==> src/rtl/instr_fetch_unit.sv <==
// Single-issue instruction fetch stage: holds the PC, fetches one word at a time over
// imem req/ack, and hands {instr, pc_plus4} to decode over a valid/ready handshake.
module instr_fetch_unit #(
  parameter logic [31:0] RESET_PC = 32'h0000_0000,
  parameter int unsigned CNT_W    = 32
) (
  input  logic             clk,
  input  logic             nrst,
  output logic             imem_req,
  output logic [31:0]      imem_addr,
  input  logic             imem_ack,
  input  logic [31:0]      imem_rdata,
  output logic [31:0]      instr,
  output logic [31:0]      pc_plus4,
  output logic             instr_valid,
  input  logic             instr_ready,
  input  logic             branch_taken,
  input  logic [15:0]      branch_imm,
  input  logic             jump,
  input  logic [25:0]      jump_idx,
  input  logic             jr,
  input  logic [31:0]      jr_target,
  output logic [CNT_W-1:0] fetch_count
);

  // Handshake: a transfer to decode happens on a rising edge where instr_valid && instr_ready;
  // instr/pc_plus4 stay stable while valid is high and ready is low.
  typedef enum logic [1:0] {
    IDLE  = 2'd0,
    FETCH = 2'd1,
    VALID = 2'd2
  } state_t;

  state_t      state, state_nxt;
  logic [31:0] pc;
  logic [31:0] next_pc;
  logic [31:0] br_off;
  logic        accept;

  assign accept = (state == VALID) && instr_ready;
  assign br_off = {{14{branch_imm[15]}}, branch_imm, 2'b00};

  // Redirect priority: jr > jump > branch > sequential; only consumed when accept is high.
  always_comb begin
    next_pc = pc_plus4;
    if (jr)
      next_pc = {jr_target[31:2], 2'b00};
    else if (jump)
      next_pc = {pc_plus4[31:28], jump_idx, 2'b00};
    else if (branch_taken)
      next_pc = pc_plus4 + br_off;
  end

  always_comb begin
    state_nxt = state;
    case (state)
      IDLE:    state_nxt = FETCH;
      FETCH:   if (imem_ack) state_nxt = VALID;
      VALID:   if (instr_ready) state_nxt = FETCH;
      default: state_nxt = IDLE;
    endcase
  end

  assign imem_req  = (state == FETCH);
  assign imem_addr = pc;

  always_ff @(posedge clk) begin
    if (!nrst) begin
      state       <= IDLE;
      pc          <= {RESET_PC[31:2], 2'b00};
      instr       <= 32'd0;
      pc_plus4    <= 32'd0;
      instr_valid <= 1'b0;
      fetch_count <= '0;
    end else begin
      state <= state_nxt;
      // Acks outside FETCH (e.g. a request abandoned by reset) are ignored here.
      if (state == FETCH && imem_ack) begin
        instr       <= imem_rdata;
        pc_plus4    <= pc + 32'd4;
        instr_valid <= 1'b1;
      end
      if (accept) begin
        instr_valid <= 1'b0;
        fetch_count <= fetch_count + CNT_W'(1);
        pc          <= next_pc;
      end
    end
  end

endmodule
==> config.mk <==
export PLATFORM = sky130hd
export DESIGN_NAME = instr_fetch_unit
export DESIGN_NICKNAME = d
export VERILOG_FILES = /design/src/rtl/instr_fetch_unit.sv
export SDC_FILE = /design/constraint.sdc
export NUM_CORES = 1
export LEC_CHECK = 0
export ABC_CLOCK_PERIOD_IN_PS = 3660
export CAP_MARGIN = 40
export CORE_MARGIN = 2
export CORE_UTILIZATION = 48
export DETAILED_ROUTE_END_ITERATION = 10
export PLACE_DENSITY = 0.82
export REMOVE_ABC_BUFFERS = 1
export SLEW_MARGIN = 15
export SYNTH_ARGS = -nofsm -noshare
export SYNTH_HDL_FRONTEND = slang
export SYNTH_SLANG_ARGS = --single-unit
==> constraint.sdc <==
create_clock -name clk -period 3.66 [get_ports clk]
set_input_delay 0.732 -clock clk [delete_from_list [all_inputs] [get_ports clk]]
set_output_delay 0.732 -clock clk [all_outputs]
set_load 0.02 [all_outputs]
== Yosys cells after proc, flatten, opt, wreduce, memory -nomap -nowiden ==
Cells that the tools add are included.

* Register bits after elaboration: 131
* Input bits: 113
* Output and inout bits: 130

* Bitwise gates (word level): 1
* $add $sub $neg: 3
* Reduce and logical (&&, ||, !) cells: 5
* Mux-type cells: 6
* Equality and inequality tests: 4

{| class="wikitable"
|+ Operator list
! operator !! count
|-
| $mux W32 || 3
|-
| $add A32 B1 Y32 const B || 1
|-
| $add A32 B3 Y32 const B || 1
|-
| $add A32 B32 Y32 || 1
|-
| $pmux W2 S3 || 1
|-
| $mux W2 || 2
|-
| $eq A2 B1 Y1 const B || 1
|-
| $eq A2 B2 Y1 const B || 1
|-
| $logic_and A1 B1 Y1 || 2
|-
| $logic_not A2 Y1 || 1
|-
| $ne A2 B1 Y1 const B || 1
|-
| $ne A2 B2 Y1 const B || 1
|-
| $reduce_and A2 Y1 || 1
|-
| $reduce_or A2 Y1 || 1
|-
| $not A1 Y1 || 1
|}

== Depth between registers and ports, before layout ==
* Word-level depth: 4
* Gate-level depth with buffers: 10
* Depth with buffers taken out: 10

== Worst setup path before layout ==
No wires, ideal clock.

* Path kind: input to register
* From: input port branch_imm[0]
* To: register pc[22] (netlist: imem_addr[22])
* Buffers on the path: 0
* Stages: 10
* Path slack: 833 ps
* Setup time: 96 ps
* Arrival time: 2731 ps
* Cell sequence: ha_1 > fa_1 > a21oi_1 > o221ai_2 > o211ai_2 > o21ai_2 > a41oi_1 > xnor2_1 > nor2_1 > o41ai_2

* Longest elaborated chain between the ends: 4

{| class="wikitable"
|+ Ends and longest elaborated chain
! element !! RTL line !! RTL
|-
| start: declaration || 18 || <nowiki>input logic [15:0] branch_imm,</nowiki>
|-
| $add A32 B32 Y32 || 51 || <nowiki>next_pc = pc_plus4 + br_off;</nowiki>
|-
| $mux W32 || 50 || <nowiki>else if (branch_taken)</nowiki>
|-
| $mux W32 || 48 || <nowiki>else if (jump)</nowiki>
|-
| $mux W32 || 46 || <nowiki>if (jr)</nowiki>
|-
| end signal: assignment || 70 || <nowiki>pc <= {RESET_PC[31:2], 2'b00};</nowiki>
|-
| end signal: assignment || 86 || <nowiki>pc <= next_pc;</nowiki>
|-
| end: declaration || 35 || <nowiki>logic [31:0] pc;</nowiki>
|}

Every way passes these cells.
A chain may end at the register's enable or synchronous reset.

== Worst setup path in the final report ==
* From: input port branch_imm[0]
* To: register pc[30] (netlist: imem_addr[30])

Same word-level chain as after synthesis.

==> summary.md <==
| Metric | Value |
|---|---|
| Setup_tns | `0 ns` |
| Pin count of the biggest net entering global routing | `64` |
| Worst path slowest cell | `a2111oi_2` |
| DRT iter0 DRCs | `608` |
| Clk slew on worst S/H paths | `0.06 ns` |
| # diodes | `0` |
| Max Root-Sink Buffers | `2` |
| RSZ-0062 raised after global routing | `false` |
| Clk sink count | `131` |
| Clk Tree Root Cell | `clkbuf_16` |
| Area contributors post-synth | `dfxtp_1 33%, nand2_1 6.9%, a21oi_1 6.2%, ha_1 4.9%, nor2_1 4.7%` |
| EDFF count, synth | `0` |
| Max Freq | `317 MHz` |
| WS Path Type | `input pin to flop` |
| Num CTS Buffers | `17` |
| CP Capture Type | `flop` |
| Vias | `8219` |
| Residual DRC | `0` |
| Fillers | `1293` |
| GRT Total Usage | `28.6%` |
| Critical Path RT | `3.97 ns` |
| Leak Pwr | `4.07 nW` |
| CTS tree | `built` |
| Grt met2 use | `49.0%` |
| Rows | `46` |
| Final WL | `25400 um` |
| GPL Wtd Cong | `0.965` |
| #FFs+latches synth | `131` |
| Hold WS | `0.453 ns` |
| Die width | `132 um` |
| Reg2reg setup slack | `0.87 ns` |
| Final Max Slew Viols | `0` |
| Outcome | `finished clean` |
| Design area | `11100 um2` |
| Initial antenna violation count | `0` |
| Via density | `5.71` |
| Worst-Margin Slew | `0.757 ns` |
| Clock power share | `42.9%` |
| Routing usage on met3 | `5.65%` |
| Gr ovfl total | `0` |
| First-pass GRT wire length | `40200 um` |
| Switching power | `1.17 mW` |
| Synth Flop Type | `dfxtp_1` |
| Count of input and output buffers | `240` |
| Placeable core area | `15900 um2` |
| Synth Area per Inst | `7.92 um2` |
| DR pass1 iterations | `5` |
| Ys async rst share | `0%` |
| Post-layout min period | `3.15 ns` |
| CP bufs+invs | `1` |
| GRT met1 Usage | `36.1%` |
| Top cell type's share of synthesized area | `33.4%` |
| Nets | `1355` |
| Power, Total | `4.17 mW` |
| Pwr/cell area | `377 nW/um2` |
| CP Max Fanout | `4` |
| Worst-path cell chain | `clkdlybuf4s50_1, ha_1, fa_1, a21oi_1, o221ai_2, o211ai_2, o21ai_2, a2111oi_2, o31ai_2, xnor2_1, o21ai_1` |
| Die H | `132 um` |
| Clock H-tree levels | `4` |
| Post-CTS sizing | `0` |
| Share of cells above drive strength 1 | `8.26%` |
| Die ar. | `17400 um2` |
| Placed cell area | `10400 um2` |
| Net Sw Frac | `28.0%` |
| Ports | `243` |
| Register area share after synthesis | `33.4%` |
| Critical Path AT | `3.46 ns` |
| Internal power | `3.00 mW` |
| HP Class | `flop to flop` |
| Seq pwr share | `36.7%` |
| Clock Latency Late Sink | `0.42 ns` |
| WL per Instance | `17.6 um` |
| Slew HR | `49.5%` |
| Peak supply drop | `0.000330 V` |
| Post-Synthesis Cells | `990` |
| Synthesized area | `7840 um2` |
| Clk_skew | `0.0117 ns` |
| Largest area contributor in the netlist | `dfxtp_1` |
| Distinct cell type count after synthesis | `84` |
| Post-CTS Setup Repair Bufs | `0` |
| Dpl hpwl | `18500 um` |
| Fin crit share | `86.2%` |
| Most Crowded Layer GR | `met2` |
| Hold buffer count at cts | `0` |
| Initial Utilization | `49.2%` |
| Final antenna-violating net count | `0` |
| # Max-Cap Violations | `0` |
| Vias in the first global route | `7664` |
| Final hold vios | `0` |
| Setup crit start kind | `input pin` |
| Warnings from Yosys | `0` |
| Area Growth Syn to Fin | `41.0%` |
| Logic pwr share | `20.3%` |
| Slowest cell delay on critical path | `0.44 ns` |
| Top Family by Delay on Critical Path | `compound AO/OA/AOI/OAI gates` |
| Final setup viols | `0` |
==> registers in the layout, summed over array words and instances, names as in the netlist <==
register     count
fetch_count     32
imem_addr       32
instr           32
instr_valid      1
pc_plus4        32
state            2
==> placed cells by master, fill, tap and decap left out, types with 9 or more instances in the layout <==
cell and instances:
clkbuf_16 17, nand3_1 36, and3_1 13, buf_4 22, clkdlybuf4s50_1 239, xnor2_1 32
inv_1 20, nand2_1 145, nor2_1 98, xor2_1 37, ha_1 31, a21oi_1 97
nor3_1 9, dfxtp_1 131, nand4_1 16, a21o_1 10, or3_1 12, o21ai_0 53
mux2i_1 13, nor2b_1 10, a211oi_1 26
==> area by class of cell <==
| type | instances | area [um2] | area share, % |
|---|---|---|---|
| clock buffer | 21 | 470 | 4.25 |
| tap | 216 | 270 | 2.44 |
| multi-input combinational | 776 | 4880 | 44.2 |
| inverter | 21 | 80.1 | 0.724 |
| sequential | 131 | 2620 | 23.7 |
| timing repair buffer | 263 | 2580 | 23.4 |
| clock inverter | 11 | 150 | 1.36 |
==> layer usage <==
layer	vias to the layer above	share of wire, %
li1	3974	-
met1	3850	41
met2	343	49
met3	52	6.9
met4	0	2.6
met5	-	0
==> path summary, 6_finish.rpt <==
kind | start | endpoint | cells past startpoint
setup / recovery | branch_imm[0] | imem_addr[30] | 11
hold / removal | instr[17] | instr[17] | 2
setup reg to reg | pc_plus4[2] | imem_addr[30] | 10
hold reg to reg | instr[17] | instr[17] | 2
==> worst reg2reg max path, delay by kind of cell (launching register included) <==
kind / cells / cell delay (ns)
AOI/OAI and AO/OA: 7 / 1.55
adders and majority gates: 2 / 0.63
DFF: 1 / 0.33
xor gates and xnor gates: 1 / 0.17
==> stage by stage <==
step           worst slack [ns]  std cells  util [%]
2_1_floorplan            -0.409        928         -
3_3_place_gp              0.122       1407      65.5
3_5_place_dp              0.125       1407      65.5
4_1_cts                   0.544       1439      69.4
5_1_grt                   0.342       1439      69.4
6_report                  0.506       1439      69.4
==> Yosys cell counts (all sizes together), types with 3 or more instances <==
master and instances:
ha 31, o31ai 3, xor2 37, o21ai 64, nor2 102, or3 12, a21oi 102, xnor2 32
o221ai 7, nand3 37, inv 20, clkbuf 44, mux2 4, and2 9, a41oi 3, o311ai 3
and3 13, nand2b 6, a211oi 29, nor2b 12, nor3 11, a311oi 7, o21bai 5, dfxtp 131
a32o 4, mux2i 13, o211ai 8, a21o 10, a2111oi 5, nand2 145, and4 8, buf 18
nand4 18, a31oi 5
==> power groups by stage <==
| stage | sequential [mW] | clock (mW) | combinational, mW |
|---|---|---|---|
| floorplan | 1.61 | 0 | 0.413 |
| global placement | 1.56 | 0 | 0.828 |
| detailed placement | 1.56 | 0 | 0.835 |
| CTS | 1.53 | 1.81 | 0.842 |
| global route | 1.54 | 1.88 | 0.919 |
| finish | 1.53 | 1.79 | 0.847 |
==> kinds of logic after synthesis <==
group | synth area share (%)
multiplexers | 2.23
AND/OR/NAND/NOR | 22.8
flip-flops | 33.4
adder cells (fa/ha/maj) | 5.20
XOR/XNOR | 7.70
buffers and inverters | 4.42
AO/OA/AOI/OAI | 24.2
No activity file was read; power rests on OpenSTA's default activity.
